`src/rtl/if_id_buffer.sv`:
```
// if_id_buffer: fetch->decode decoupling queue.
// Holds {PC+4, instruction} pairs in a DEPTH-entry circular buffer and
// presents the oldest entry to decode directly from storage registers.
// pc_write is the only combinational output and provides fetch backpressure.
// It is computed from registered occupancy, so a decode stall never reaches
// the PC combinationally except through the head-valid term.
// Optional feature macro: IFID_PERF_EN (stall/flush performance counters).
module if_id_buffer #(
  parameter int unsigned DEPTH = 2,
  parameter logic [31:0] NOP   = 32'h0000_0000
) (
  input  logic        clk,
  input  logic        reset,
  input  logic [31:0] pc_4_in,
  input  logic [31:0] instr_in,
  input  logic        id_stall,
  input  logic        flush,
  output logic        pc_write,
  output logic        valid_out,
  output logic [31:0] pc_4_out,
  output logic [3:0]  pc_4_hi,
  output logic [31:0] instr_out,
  output logic [31:0] stall_cnt,
  output logic [31:0] flush_cnt
);

  localparam int unsigned PW = (DEPTH > 2) ? 2 : 1;
  localparam int unsigned CW = PW + 1;

  logic [PW-1:0] r_rd_ptr;
  logic [PW-1:0] r_wr_ptr;
  logic [CW-1:0] r_count;
  logic [31:0]   r_pc  [DEPTH];
  logic [31:0]   r_ins [DEPTH];

  logic w_valid;
  logic w_full;
  logic w_deq;
  logic w_enq;

  function automatic logic [PW-1:0] f_next(input logic [PW-1:0] p);
    return (p == PW'(DEPTH - 1)) ? '0 : p + PW'(1);
  endfunction

  assign w_valid  = (r_count != '0);
  assign w_full   = (r_count == CW'(DEPTH));
  assign w_deq    = w_valid & ~id_stall;
  // count never exceeds DEPTH, so (count < DEPTH) is simply ~full
  assign pc_write = ~reset & (flush | ~w_full | w_deq);
  assign w_enq    = pc_write & ~flush;

  assign valid_out = w_valid;
  assign pc_4_out  = w_valid ? r_pc[r_rd_ptr]  : '0;
  assign instr_out = w_valid ? r_ins[r_rd_ptr] : NOP;
  assign pc_4_hi   = pc_4_out[31:28];

  // Queue pointers and occupancy; flush returns everything to the empty origin
  always_ff @(posedge clk) begin
    if (reset || flush) begin
      r_rd_ptr <= '0;
      r_wr_ptr <= '0;
      r_count  <= '0;
    end else begin
      if (w_enq) r_wr_ptr <= f_next(r_wr_ptr);
      if (w_deq) r_rd_ptr <= f_next(r_rd_ptr);
      case ({w_enq, w_deq})
        2'b10:   r_count <= r_count + CW'(1);
        2'b01:   r_count <= r_count - CW'(1);
        default: r_count <= r_count;
      endcase
    end
  end

  // Entry storage; written at the tail on every accepted fetch
  always_ff @(posedge clk) begin
    if (reset) begin
      for (int unsigned i = 0; i < DEPTH; i++) begin
        r_pc[i]  <= '0;
        r_ins[i] <= '0;
      end
    end else if (w_enq) begin
      r_pc[r_wr_ptr]  <= pc_4_in;
      r_ins[r_wr_ptr] <= instr_in;
    end
  end

`ifdef IFID_PERF_EN
  logic [31:0] r_stall_cnt;
  logic [31:0] r_flush_cnt;

  // Performance counters: decode stalls on a valid head, and redirects
  always_ff @(posedge clk) begin
    if (reset) begin
      r_stall_cnt <= '0;
      r_flush_cnt <= '0;
    end else begin
      if (w_valid && id_stall && !flush) r_stall_cnt <= r_stall_cnt + 32'd1;
      if (flush)                         r_flush_cnt <= r_flush_cnt + 32'd1;
    end
  end

  assign stall_cnt = r_stall_cnt;
  assign flush_cnt = r_flush_cnt;
`else
  assign stall_cnt = '0;
  assign flush_cnt = '0;
`endif

endmodule

```
`config.mk`:
```
export PLATFORM = sky130hd
export DESIGN_NAME = if_id_buffer
export DESIGN_NICKNAME = d
export VERILOG_FILES = /design/src/rtl/if_id_buffer.sv
export SDC_FILE = /design/constraint.sdc
export NUM_CORES = 1
export LEC_CHECK = 0
export CAP_MARGIN = 5
export CORE_MARGIN = 1
export CORE_UTILIZATION = 47
export DETAILED_ROUTE_END_ITERATION = 6
export GPL_TIMING_DRIVEN = 0
export PLACE_DENSITY = 0.84
export SETUP_SLACK_MARGIN = 0.15
export SYNTH_ARGS = -nofsm -noshare
export SYNTH_HDL_FRONTEND = slang
export SYNTH_SLANG_ARGS = --single-unit
export TNS_END_PERCENT = 10
```
`constraint.sdc`:
```
create_clock -name clk -period 3.3 [get_ports clk]
set_input_delay 0.66 -clock clk [delete_from_list [all_inputs] [get_ports clk]]
set_output_delay 0.66 -clock clk [all_outputs]
set_load 0.005 [all_outputs]
```
# Word-level counts from Yosys, hierarchy flattened
# Memory sizes are Yosys's and may differ from the RTL's. A register that Yosys moved wholly into a read port is not among the register bits.
# Cells that the tools add are included.
# classes
reduce_logical	5
bitwise	9
muxes	20
eq_ne	3
addsub	4
# ops
operator	count
32-bit two-way mux	4
32-bit OR reduction	2
1-bit two-way mux	15
2-bit == test (second input constant)	2
1-bit inverter	4
2-bit one-hot mux with 2 select lines	1
2-bit nonzero test	2
1-bit AND	3
1-bit adder (second input constant)	2
2-bit by 1-bit adder with 2-bit output (second input constant)	1
2-bit by 1-bit == test with 1-bit output (second input constant)	1
1-bit bitwise OR	2
2-bit by 1-bit subtractor with 2-bit output (second input constant)	1
1-bit logical OR	1
# word_totals
inputBits	68
word_cells	46
output_inout_bits	134
n_memories	2
regBits	4
ram_bits	128
# mem_list
name	depth	width	rd	rd_clocked_by_memory_dff	write_ports	line	source
r_ins	2	32	1	1	2	34	logic [31:0] r_ins [DEPTH];
r_pc	2	32	1	1	2	33	logic [31:0] r_pc [DEPTH];

# Depth between registers and ports, before layout
# depth
word_depth	11
depth_mapped	8
mapped_depth_nobuf	6

# Worst setup path after synthesis
# Ideal clock, no wire load.
# synth_timing
path_kind	in2reg
from	input reset
to	memory r_ins[0][0], enable pin
t_arrival_ps	2210
cell_stages	5
setup_ps	394
setup_slack_ps	696
path_cell_list	or2_0 -> buf_2 -> nor3b_2 -> buf_4 -> or2_2
# synth_lines
element	line	source
start: declaration	13	input logic reset,
end: declaration	34	

# Final worst setup path
# layout_timing
from	register r_count[1]
to	output instr_out[26]
# layout_between
elab_chain_cells	2
# layout_rtl
element	line	source
start: declaration	32	logic [CW-1:0] r_count;
start signal: assignment	67	2'b10: r_count <= r_count + CW'(1);
start signal: assignment	68	2'b01: r_count <= r_count - CW'(1);
start signal: assignment	69	default: r_count <= r_count;
2-bit nonzero test	45	assign w_valid = (r_count != '0);
32-bit two-way mux	54	assign instr_out = w_valid ? r_ins[r_rd_ptr] : NOP;
end: declaration	22	output logic [31:0] instr_out,
# Every way passes these cells.

==> results.py <==
metrics = {
    "status": {
        "status": "finished, final reports clean",
    },
    "cells_and_area": {
        "area_delta_synth_final_pct": 37.5,
        "drive_gt1_share_pct": 15.3,
        "fin_cells": 919,
        "fillers": 988,
        "layout.nets": 801,
        "antennaDiodeCount": 0,
    },
    "die": {
        "io_pins": 202,
        "die-height_um": 119,
        "dieArea_um2": 14200,
        "rows": 42,
        "start_util_pct": 48.5,
        "die_width_um": 119,
        "core_um2": 13300,
    },
    "place": {
        "numPlacedInstances": 889,
        "dp_hpwl_um": 9110,
        "io_buffer_count": 137,
        "gp_congestion": 0.758,
    },
    "setup_path": {
        "arrival_ns": 2.30,
        "reg2reg_slack_ns": 0.97,
        "end_kind": "primary output",
        "start_kind": "flop",
        "path_class": "reg2out",
        "worstPathRequired_ns": 2.64,
        "crit_path_max_fanout": 10,
    },
    "cts": {
        "insertion_delay_ns": 0.40,
        "cts_tree": "built",
        "htree_levels": 4,
        "path_clk_slew_ns": 0.06,
        "cts.path.max_buffers": 2,
        "cts_num_sinks": 133,
        "ctsRootBufferMaster": "clkbuf_16",
        "numCtsBuffers": 17,
        "cts_setup_buffers": 0,
    },
    "power": {
        "p_leak_nw": 3.47,
        "power_frac_seq_pct": 46.2,
        "power.internal_mw": 3.44,
        "comb_power_share_pct": 9.6,
        "clkPwrFrac_pct": 44.2,
        "powerDensity_nw_per_um2": 484,
        "vdd_drop_max_mv": 0.294,
        "switchingPower_mw": 0.873,
        "switching_share_pct": 20.3,
    },
    "synth": {
        "synth_edf_count": 128,
        "synth-seq-area-share_pct": 61.0,
        "netlist_instances": 513,
        "synth_top_area_cell": "edfxtp_1",
        "synth_common_cells": "128 x and2_1, 128 x edfxtp_1, 71 x nor2_1",
        "yosysTopAreaCellShare_pct": 59.4,
        "ys_ff_latch": 133,
        "avgSynthCellArea_um2": 12.6,
        "ys_types": 24,
        "async_reset_ff_share_pct": 0,
        "synthFlopType": "edfxtp_1",
        "yosysWarnings": 0,
        "syn_area_um2": 6470,
        "synthTopCellsByArea": "edfxtp_1 59%, and2_1 12%, mux2i_1 9.9%, buf_4 8.0%, nor2_1 4.1%",
    },
    "sta": {
        "period_share_pct": 89.7,
        "max_freq_mhz": 338,
        "worstMarginPinSlew_ns": 0.958,
        "slew_headroom_pct": 36.1,
        "slew_violations": 0,
        "finalHoldViolations": 0,
        "finalSetupViolations": 0,
        "rsz0062_at_grt": "false",
        "period_minus_slack_ns": 2.96,
        "skew_ns": 0.00561,
        "hold_slack_ns": 0.537,
    },
    "global_routing": {
        "grt_pass1_vias": 4239,
        "grt_max_degree": 65,
        "grt_pass1_wl_um": 20700,
        "grt_overflow": 0,
        "use_met2_pct": 34.0,
        "grt_use_met1_pct": 21.7,
        "antenna_found_initial": 0,
        "met3_usage_pct": 5.89,
        "track_usage_pct": 19.2,
        "busiest_layer": "met2",
    },
    "detailed_routing": {
        "wl_per_cell_um": 14.5,
        "final_antenna_net_count": 0,
        "initialDrtViolationCount": 280,
        "first_pass_iters": 4,
        "route.vias.total": 4223,
        "drt-total-wl_um": 13300,
        "viasPerCell": 4.60,
        "drc": 0,
    },
    "run": {
        "drv_cap": 0,
    },
    "min_path": {
        "hp-class": "reg2reg",
    },
}
-- cell type report --
cell class | instances | area [um^2] | area share [%]
Buffer | 97 | 674 | 7.58
Clock buffer | 19 | 433 | 4.87
Clock inverter | 11 | 160 | 1.80
Inverter | 1 | 3.75 | 0.0422
Multi-Input combinational cell | 345 | 2090 | 23.5
Sequential cell | 133 | 3940 | 44.3
Tap cell | 176 | 220 | 2.48
Timing Repair Buffer | 137 | 1370 | 15.4
-- stage by stage --
stage          setup TNS (ns)  utilization (%)  setup slack (ns)  instance area [um^2]  power [mW]
6_report                    0             66.7             0.341                  8900        4.31
5_1_grt                     0             66.7             0.165                  8900        4.45
4_1_cts                     0             66.7             0.297                  8900        4.34
3_5_place_dp                0             62.2            0.0344                  8300        2.44
3_3_place_gp           -34.97             62.2            -0.399                  8300        2.42
2_1_floorplan               0                -             0.696                  6710        2.24
-- sequential cells by signal (all words and copies together) (netlist names), named ones only --
signal,count
r_count,2
r_wr_ptr,1
r_pc,64
r_ins,64
r_rd_ptr,1
-- worst paths after layout --
kind | cells after the start | to | start
max | 5 | instr_out[26] | r_count[1]
min | 2 | flop | r_rd_ptr
max reg2reg | 7 | r_count[1] | r_count[1]
min reg2reg | 2 | flop | r_rd_ptr
-- layout by cell type (no fill, tap or decap), types with 3 or more instances in the layout --
| cell type | instances |
|---|---|
| a21oi_1 | 3 |
| and2_1 | 128 |
| buf_1 | 3 |
| buf_2 | 11 |
| buf_4 | 69 |
| buf_6 | 5 |
| bufinv_16 | 4 |
| clkbuf_1 | 11 |
| clkbuf_16 | 17 |
| clkdlybuf4s50_1 | 137 |
| clkinv_1 | 3 |
| conb_1 | 64 |
| dfxtp_1 | 5 |
| edfxtp_1 | 128 |
| mux2i_1 | 64 |
| nor2_1 | 71 |
-- timing repair --
item                                    CTS  global route
hold buffers                              0             0
hold endpoints to repair                  0             0
endpoints found under the setup margin    3             0
resized for setup                         1             0
-- cell families after synthesis --
| logic type | synth area share, % |
|---|---|
| adders and majority gates | 0.193 |
| xor gates and xnor gates | 0.406 |
| other | 0.0580 |
| buffers and inverters | 10.5 |
| AOI/OAI and AO/OA | 0.387 |
| DFF | 61.0 |
| and+or+nand+nor | 17.6 |
| muxes | 9.90 |
-- critical path: stages, from the launching register on --
cell             delay, ns
dfxtp_1               0.35
nor2_1                0.23
buf_2                 0.31
buf_1                 0.42
nor2_1                0.12
clkdlybuf4s50_1       0.47
-- power by group through the flow --
stage | logic [mW] | clock network [mW] | registers (mW)
floorplan | 0.225 | 0 | 2.02
global placement | 0.398 | 0 | 2.02
detailed placement | 0.409 | 0 | 2.03
CTS | 0.412 | 1.93 | 1.99
global route | 0.450 | 2.00 | 2.00
finish | 0.412 | 1.91 | 1.99
-- routing by layer --
layer	part of all wire (%)	wire length (um)	up-vias
li1	-	-	2042
met1	40	5350	1977
met2	51	6820	190
met3	7.7	1020	14
met4	0.97	129	0
met5	0	0	-
Note: power is estimated with default switching activity, not from simulation.
